===== src/rtl/ksadd_seq.sv =====
// ksadd_seq: sequential W-bit adder that time-shares one 4-bit Kogge-Stone
// adder cell (ksadd4b), one nibble per cycle, LSB nibble first.
// Optional feature macro: KSSEQ_OVF_EN adds the signed-overflow output ovf.

// 4-bit Kogge-Stone adder cell: s[3:0] = sum nibble, s[4] = carry out.
module ksadd4b (
  input  logic [3:0] k,
  input  logic [3:0] t,
  input  logic       cin,
  output logic [4:0] s
);

  logic [3:0] p;
  logic [3:0] g0;
  logic [3:0] g1;
  logic [3:0] p1;
  logic [3:0] g2;
  logic [4:0] c;

  // Prefix tree: carry-in folded into bit 0 generate, then spans of 1 and 2.
  always_comb begin
    p     = k ^ t;
    g0    = k & t;
    g0[0] = (k[0] & t[0]) | (p[0] & cin);
    g1    = g0;
    p1    = p;
    for (int i = 1; i < 4; i++) begin
      g1[i] = g0[i] | (p[i] & g0[i-1]);
      p1[i] = p[i] & p[i-1];
    end
    g2 = g1;
    for (int i = 2; i < 4; i++) begin
      g2[i] = g1[i] | (p1[i] & g1[i-2]);
    end
    c[0] = cin;
    for (int i = 0; i < 4; i++) begin
      c[i+1] = g2[i];
    end
    s = {c[4], p ^ c[3:0]};
  end

endmodule

module ksadd_seq #(
  parameter int unsigned NIB = 4
) (
  input  logic              clk,
  input  logic              rst_n,
  input  logic              clr,
  input  logic              in_valid,
  output logic              in_ready,
  input  logic [4*NIB-1:0]  a,
  input  logic [4*NIB-1:0]  b,
  input  logic              cin,
  output logic              out_valid,
  input  logic              out_ready,
  output logic [4*NIB-1:0]  sum,
  output logic              cout,
  output logic              busy
`ifdef KSSEQ_OVF_EN
  ,
  output logic              ovf
`endif
);

  localparam int unsigned W     = 4 * NIB;
  localparam int unsigned IDX_W = (NIB > 1) ? $clog2(NIB) : 1;

  typedef enum logic [1:0] {
    ST_IDLE = 2'd0,
    ST_RUN  = 2'd1,
    ST_DONE = 2'd2
  } state_e;

  state_e                 state_q, state_d;
  logic [NIB-1:0][3:0]    a_q, a_d;
  logic [NIB-1:0][3:0]    b_q, b_d;
  logic [NIB-1:0][3:0]    sum_q, sum_d;
  logic [IDX_W-1:0]       idx_q, idx_d;
  logic                   carry_q, carry_d;
  logic                   cout_q, cout_d;
  logic                   in_ready_q, in_ready_d;
  logic                   out_valid_q, out_valid_d;
  logic                   busy_q, busy_d;
  logic                   ovf_q, ovf_d;

  logic [3:0]             nib_a;
  logic [3:0]             nib_b;
  logic [4:0]             nib_s;
  logic                   last_nib;

  // Current nibble slice fed to the shared adder cell.
  always_comb begin
    nib_a    = a_q[idx_q];
    nib_b    = b_q[idx_q];
    last_nib = (idx_q == IDX_W'(NIB - 1));
  end

  ksadd4b u_add (
    .k   (nib_a),
    .t   (nib_b),
    .cin (carry_q),
    .s   (nib_s)
  );

  // Next-state, datapath updates and registered status flags.
  always_comb begin
    state_d     = state_q;
    a_d         = a_q;
    b_d         = b_q;
    sum_d       = sum_q;
    idx_d       = idx_q;
    carry_d     = carry_q;
    cout_d      = cout_q;
    ovf_d       = ovf_q;

    if (clr) begin
      // Abort wins over any handshake in flight; results are left intact.
      state_d = ST_IDLE;
      idx_d   = '0;
      carry_d = 1'b0;
    end else begin
      unique case (state_q)
        ST_IDLE: begin
          if (in_valid) begin
            state_d = ST_RUN;
            a_d     = a;
            b_d     = b;
            carry_d = cin;
            idx_d   = '0;
          end
        end
        ST_RUN: begin
          sum_d[idx_q] = nib_s[3:0];
          carry_d      = nib_s[4];
          if (last_nib) begin
            state_d = ST_DONE;
            cout_d  = nib_s[4];
            idx_d   = '0;
            ovf_d   = (a_q[NIB-1][3] == b_q[NIB-1][3]) &&
                      (nib_s[3] != a_q[NIB-1][3]);
          end else begin
            idx_d = IDX_W'(idx_q + IDX_W'(1));
          end
        end
        ST_DONE: begin
          if (out_ready) begin
            state_d = ST_IDLE;
          end
        end
        default: begin
          state_d = ST_IDLE;
        end
      endcase
    end

    in_ready_d  = (state_d == ST_IDLE);
    out_valid_d = (state_d == ST_DONE);
    busy_d      = (state_d != ST_IDLE);
  end

  // State and datapath registers.
  always_ff @(posedge clk or negedge rst_n) begin
    if (!rst_n) begin
      state_q     <= ST_IDLE;
      a_q         <= '0;
      b_q         <= '0;
      sum_q       <= '0;
      idx_q       <= '0;
      carry_q     <= 1'b0;
      cout_q      <= 1'b0;
      ovf_q       <= 1'b0;
      in_ready_q  <= 1'b1;
      out_valid_q <= 1'b0;
      busy_q      <= 1'b0;
    end else begin
      state_q     <= state_d;
      a_q         <= a_d;
      b_q         <= b_d;
      sum_q       <= sum_d;
      idx_q       <= idx_d;
      carry_q     <= carry_d;
      cout_q      <= cout_d;
      ovf_q       <= ovf_d;
      in_ready_q  <= in_ready_d;
      out_valid_q <= out_valid_d;
      busy_q      <= busy_d;
    end
  end

  assign in_ready  = in_ready_q;
  assign out_valid = out_valid_q;
  assign busy      = busy_q;
  assign sum       = W'(sum_q);
  assign cout      = cout_q;

`ifdef KSSEQ_OVF_EN
  assign ovf = ovf_q;
`else
  // ovf_q only feeds the optional port; keep it observable to avoid dangling logic.
  logic unused_ovf;
  assign unused_ovf = ovf_q;
`endif

endmodule


===== config.mk =====
export PLATFORM = sky130hd
export DESIGN_NAME = ksadd_seq
export DESIGN_NICKNAME = d
export VERILOG_FILES = /design/src/rtl/ksadd_seq.sv
export SDC_FILE = /design/constraint.sdc
export NUM_CORES = 1
export LEC_CHECK = 0
export CORE_MARGIN = 2
export CORE_UTILIZATION = 45
export CTS_CLUSTER_DIAMETER = 50
export DETAILED_ROUTE_END_ITERATION = 16
export HOLD_SLACK_MARGIN = 0.06
export PLACE_DENSITY = 0.72
export RECOVER_POWER = 50
export SLEW_MARGIN = 15
export SYNTH_ARGS = -nofsm -noshare
export SYNTH_HDL_FRONTEND = slang
export SYNTH_SLANG_ARGS = --single-unit
export TNS_END_PERCENT = 30

===== constraint.sdc =====
create_clock -name clk -period 3.25 [get_ports clk]
set_clock_uncertainty 0.2 [all_clocks]
set_input_delay 0.325 -clock clk [delete_from_list [all_inputs] [get_ports clk]]
set_output_delay 0.325 -clock clk [all_outputs]
set_load 0.05 [all_outputs]

==> impl_metrics.csv <==
group,metric,value,unit
synthesis,netlist-cell-type-count,33,
route,detail_route.drc_violations,0,
clock_tree,clock_sinks,57,
sta,finalMaxSlewViolations,0,
floorplanning,dieArea,0.00649,mm²
run_status,run_status,"finished, final reports clean",
route,antenna_violating_nets_post_route,0,
worst_setup_path,critical_path_s_slowest_cell,"sky130_fd_sc_hd__mux4_2",
clock_tree,ctsHtreeMaxLevel,3,
synthesis,ys.flop_type,"sky130_fd_sc_hd__dfrtp_1",
clock_tree,tritoncts,"yes",
route,drt-pass1-iter-count,5,
synthesis,synth_simple_gate_area_frac,0.0835,
route,dr.first_iter.drc_count,44,
sta,slew_headroom,0.00547,
final_layout,layout.cells.most_common_list,"sky130_fd_sc_hd__dfrtp_1, sky130_fd_sc_hd__clkdlybuf4s50_1, sky130_fd_sc_hd__mux2_2",
worst_setup_path,cp_data_required_time,3.25,ns
global_route,global_route.usage.total,0.177,
global_route,grt_first_pass_wirelength,8.53,mm
worst_setup_path,timing.critical_path.cells,"clkbuf_1 > mux4_2 > fa_1 > and3_1 > o21ai_0 > a31oi_1",
worst_setup_path,worstSetupStartpointType,"flop",
global_route,grt_max_degree,33,
pwr,total_leakage_power,0.00148,µW
floorplanning,core-area,0.00557,mm²
synthesis,synth_compound_gate_area_share,0.0536,
pwr,report.power.total,2360,µW
final_layout,final_common_cell,"sky130_fd_sc_hd__dfrtp_1",
final_layout,final_layout_size_suffix_gt1_frac,0.268,
worst_setup_path,worstPathMaxFanout,9,
global_route,first_global_vias,1864,
place,gpl.final_weighted_congestion,0.791,
sta,tightestPinTransition,1.49,ns
synthesis,synth_edf_count,0,
worst_setup_path,setup.worst_path.end_class,"flop",
clock_tree,cts-buffers-inserted,9,
hold_path,min-delay-path-class,"reg -> reg",
synthesis,synth_seq_cells,57,
synthesis,synth_cells,191,
final_layout,layout-area-overhead-vs-synth,32.1,%
hold_path,min_path_cells,1,
synthesis,synth_area_per_cell,13.8,µm²
worst_setup_path,timing.setup.critical_path_class,"reg -> reg",
clock_tree,clk-insertion-delay-late,0.34,ns
synthesis,synth.mux.area_fraction,0.239,
synthesis,post_synth_main_area_contributors,"sky130_fd_sc_hd__dfrtp_1, sky130_fd_sc_hd__mux2_2, sky130_fd_sc_hd__mux4_2",
sta,final_hold_viol_count,0,
floorplanning,boundaryPins,58,
final_layout,n_fill_cell,466,
sta,unrepaired_setup_endpoints_after_global_routing,"false",
synthesis,synth_top_cell_by_area,"sky130_fd_sc_hd__dfrtp_1",
clock_tree,cts_resized,0,
place,io_buffers,57,
synthesis,yosysWarningCount,0,
route,route.final.wire_length,4.90,mm
place,place_hpwl,3.62,mm
route,vias,1718,
worst_setup_path,worst-r2r-cell-count,6,
global_route,number_of_antenna_violations_at_the_first_check_in_global_routing,0,
sta,period_minus_slack,2.82,ns
pwr,p_per_area,677,mW/mm²
floorplanning,die_h,80.6,µm
worst_setup_path,timing.critical_path.slowest_cell_delay,0.63,ns
clock_tree,clock_tree.root_cell,"sky130_fd_sc_hd__clkbuf_8",
synthesis,yosys.area_share.xor_xnor,0.00332,
floorplanning,chipWidth,80.6,µm
final_layout,insertedDiodeCount,0,
final_layout,design.final.nets,303,
synthesis,async_reset_ff_frac,1.00,
synthesis,synth_fa_ha_area_frac,0.0484,
floorplanning,core.rowCount,27,
route,wire_per_inst,14.7,µm
synthesis,syn_area,0.00264,mm²
synthesis,area_share_of_the_largest_cell_type_after_synthesis,0.531,
synthesis,postSynthNetCount,238,
floorplanning,starting_utilization_of_the_core_area,0.473,
clock_tree,clock_tree.buffer_depth,2,
synthesis,largest_family_of_logic_cells_by_synthesized_area,"multiplexers",
pwr,max-vdd-ir-drop,0.357,mV
worst_setup_path,crit_arrival,2.83,ns
route,post_drt_via_cell_ratio,5.16,
clock_tree,clkTransAtPathRegs,0.06,ns
sta,max_freq,0.354,GHz
sta,setup_viol,0,
sta,finalSetupTns,0,ns
flow_run,max_cap_viol_count,0,
sta,period_utilization_post_route,0.869,
synthesis,synth-seq-area-share,0.541,
global_route,global_route.overflow_total,0,
[layer usage]
| metal | GRT usage | vias to the layer above | part of all wire |
|---|---|---|---|
| li1 | - | 824 | - |
| met1 | 0.237 | 826 | 0.48 |
| met2 | 0.268 | 54 | 0.45 |
| met3 | 0.0348 | 14 | 0.047 |
| met4 | 0.107 | 0 | 0.026 |
| met5 | 0 | - | 0 |
[cells in the mapped netlist (all sizes together) (2+ instances only)]
library cell	count
a21oi	9
buf	9
o211ai	4
nand4	4
fa	2
nand2	3
dfrtp	56
ha	7
clkbuf	3
nand2b	6
mux2	40
o21ai	5
and3	2
inv	4
nand3	5
mux4	8
nor4bb	4
nor2	8
a21o	2
[final cells by class]
cell class / instances / area (µm²) / area share
Timing Repair Buffer: 66 / 628 / 0.180
Clock buffer: 14 / 183 / 0.0524
Sequential cell: 57 / 1430 / 0.410
Clock inverter: 2 / 10.0 / 0.00287
Inverter: 4 / 15.0 / 0.00431
Tap cell: 72 / 90.1 / 0.0259
Multi-Input combinational cell: 118 / 1130 / 0.325
[timing repair]
item | CTS | global route
hold buffers | 1 | 0
setup buffers | 0 | 0
endpoints found under the hold margin | 27 | 0
[state kept, by name (all words and copies together), names as in the netlist]
signal	cells
state_q	2
out_valid	1
idx_q	2
carry_q	1
in_ready	1
cout	1
sum	16
a_q	16
b_q	16
busy	1
[report_power, final]
part / internal [µW] / switching [µW] / leakage, µW
clock: 358 / 272 / 0.000102
combinational: 346 / 442 / 0.000676
sequential: 858 / 82.0 / 0.000697
total: 1560 / 796 / 0.00148
[cell families after synthesis]
family,count (synthesis)
AO/OA/AOI/OAI,23
XOR/XNOR,1
adder cells (fa/ha/maj),9
buffers and inverters,16
flip-flops,57
multiplexers,48
AND/OR/NAND/NOR,37
[final timing paths]
path	startpoint	endpoint	slack, ns
setup / recovery	idx_q[0]	carry_q	0.43
hold / removal	b_q[9]	b_q[9]	0.29
setup reg to reg	idx_q[0]	carry_q	0.43
hold reg to reg	b_q[9]	b_q[9]	0.29
max in group asynchronous	rst_n	b_q[9]	0.73
min in group asynchronous	rst_n	b_q[10]	0.68
[critical path, delay by kind of cell (launching register included)]
kind,cells,cell delay [ns]
AOI/OAI and AO/OA,2,0.24
adders and majority gates,1,0.47
buffers and inverters,1,0.46
DFF,1,0.48
muxes,1,0.63
and+or+nand+nor,1,0.21
[through the flow]
step                      utilization  area (µm²)  std cells  setup slack, ns  hold WS (ns)
final                           0.625        3480        333            0.426         0.287
after global routing            0.625        3480        333            0.237         0.323
after CTS                       0.627        3500        333            0.514         0.291
after detailed placement        0.591        3290        316            0.509         0.175
after global placement          0.591        3290        316            0.583         0.167
after floorplan                     -        2640        191            0.472        -0.171
No activity file was read; power rests on OpenSTA's default activity.
==> edit, RTL diff (same settings) <==
The option `KSSEQ_OVF_EN` is turned on by a define.
--- a/src/rtl/ksadd_seq.sv
+++ b/src/rtl/ksadd_seq.sv
@@ -3,6 +3,8 @@
 // Optional feature macro: KSSEQ_OVF_EN adds the signed-overflow output ovf.
 
 // 4-bit Kogge-Stone adder cell: s[3:0] = sum nibble, s[4] = carry out.
+`define KSSEQ_OVF_EN
+
 module ksadd4b (
   input  logic [3:0] k,
   input  logic [3:0] t,
Check against the original RTL (old outputs only; new: ovf): equivalent (Yosys induction, for registers that start in step).
==> edit against the original RTL <==
- the run now ends with max-capacitance violations, max-slew violations left
- wire length decreased by 5.7%
- sequential cell count increased by 1
- setup slack worse by 0.058 ns
- synthesized cell count down 7.9%
- highest routed layer unchanged
- area after synthesis is the same
- first-iteration DRC count up 100%
- total power shrank 0.80%
- via count decreased by 6.4%
- largest power group unchanged
- fmax shrank 2.0%
- final area decreased by 1.2%
==> edit: results (changes against the original RTL) <==
{
  "place": {
    "hpwlAfterDp": {"value": 3520, "unit": "um", "change": "-2.7%"},
    "place.gp.congestion": {"value": 0.771, "change": "-2.5%"},
    "placed_cell_area": {"value": 0.00328, "unit": "mm2", "change": "-0.38%"},
    "place.port_buffers": {"value": 58, "change": "+1.8%"},
    "place_inst": {"value": 301, "change": "-4.7%"}
  },
  "yosys": {
    "synth_top_cells_by_count": "57 x dfrtp_1, 30 x mux2_2, 14 x nor2_1, 12 x mux2_4",
    "synth_area_leaders": "dfrtp_1 54%, mux2_2 13%, mux2_4 6.8%",
    "netlist-cell-type-count": {"value": 29, "change": "-12%"},
    "synth.net_count": {"value": 223, "change": "-6.3%"},
    "seq_area_frac_synth": {"value": 55.0, "unit": "%", "change": "+0.95 points"},
    "syn-instance-count": {"value": 176, "change": "-7.9%"}
  },
  "drt": {
    "post_drt_wl_per_cell": {"value": 14.5, "unit": "um", "change": "-1.3%"},
    "detailedRoute.firstPassIterationCount": {"value": 4, "change": "-1"},
    "vias_per_cell": {"value": 5.06, "change": "-2.0%"},
    "wl": {"value": 4620, "unit": "um", "change": "-5.7%"}
  },
  "critical_path": {
    "setup.worst_path.start": "clr",
    "timing.critical_path.fanout_max": {"value": 32, "change": "+23"},
    "timing.critical_path.slowest_stage_cell": "clkbuf_1",
    "crit_family": "buffers and inverters"
  },
  "run_status": {
    "run_status": "finished, violations left",
    "violations": "max-capacitance violations, max-slew violations"
  },
  "timing": {
    "timing.final.max_slew_violations": {"value": 33, "change": "+33"},
    "max_slew_margin": {"value": -11.8, "unit": "%", "change": "-12 points"}
  },
  "clocking": {
    "clkLatencyLatePin": {"value": 0.32, "unit": "ns", "change": "-0.02 ns"}
  },
  "job": {
    "timing.max_cap.violations": {"value": 1, "change": "+1"}
  },
  "cells_and_area": {
    "final_net_count": {"value": 288, "change": "-5.0%"}
  },
  "power": {
    "power.ir.vdd_worst": {"value": 0.000424, "unit": "V", "change": "+19%"}
  },
  "global_route": {
    "grt.total_usage": {"value": 16.6, "unit": "%", "change": "-1.2 points"},
    "grt_first_pass_wirelength": {"value": 7980, "unit": "um", "change": "-6.5%"}
  },
  "min_path": {
    "worst_hold_startpoint": "b_q[10]$_DFFE_PN0P_"
  }
}
edit: path summary, 6_finish.rpt:
kind,endpoint,slack [ns],cells after the start
max in group asynchronous,a_q[8]$_DFFE_PN0P_,0.66,3
max,b_q[11]$_DFFE_PN0P_,0.37,4
min in group asynchronous,b_q[3]$_DFFE_PN0P_,0.60,2
max reg2reg,ovf$_DFFE_PN0P_,0.37,8
min reg2reg,b_q[10]$_DFFE_PN0P_,0.30,1
min,b_q[10]$_DFFE_PN0P_,0.30,1
edit: layout make-up:
type	count	area, um2
clock buffers	13	149
clock inverters	3	15.0
fillers	444	2130
inverters	3	11.3
multi-input cells	106	1120
flip-flops and latches	58	1450
well taps	72	90.1
repair buffers	63	603
edit: power by group through the flow:
stage | Combinational [mW] | Clock, mW | Sequential, mW
floorplan | 0.358 | 0 | 1.17
global placement | 0.819 | 0 | 0.973
CTS | 0.837 | 0.567 | 0.962
detailed placement | 0.834 | 0 | 0.974
finish | 0.827 | 0.552 | 0.960
global route | 0.891 | 0.608 | 0.976
edit: metal layers:
metal	global-route usage, %	vias to the layer above	share of wire (%)
li1	-	766	-
met1	22.9	783	49
met2	24.3	50	45
met3	4.49	9	4.5
met4	7.63	0	1.6
met5	0	-	0
edit: through the flow:
step / hold WS (ns) / worst slack, ns
floorplan: -0.171 / 0.445
global placement: 0.132 / 0.417
detailed placement: 0.142 / 0.360
CTS: 0.311 / 0.340
global route: 0.322 / 0.139
finish: 0.302 / 0.368
edit: logic make-up after synthesis:
logic type	share of synthesized area, %
flip-flops	55.1
adder cells (fa/ha/maj)	4.84
XOR/XNOR	0.664
multiplexers	27.7
buffers and inverters	2.47
AND/OR/NAND/NOR	5.45
AO/OA/AOI/OAI	3.84
edit: timing repair:
action                                 4_1_cts  5_1_grt
setup endpoints to repair                    0        0
gates resized for setup                      0        0
hold buffers                                 1        0
endpoints found under the hold margin       23        0
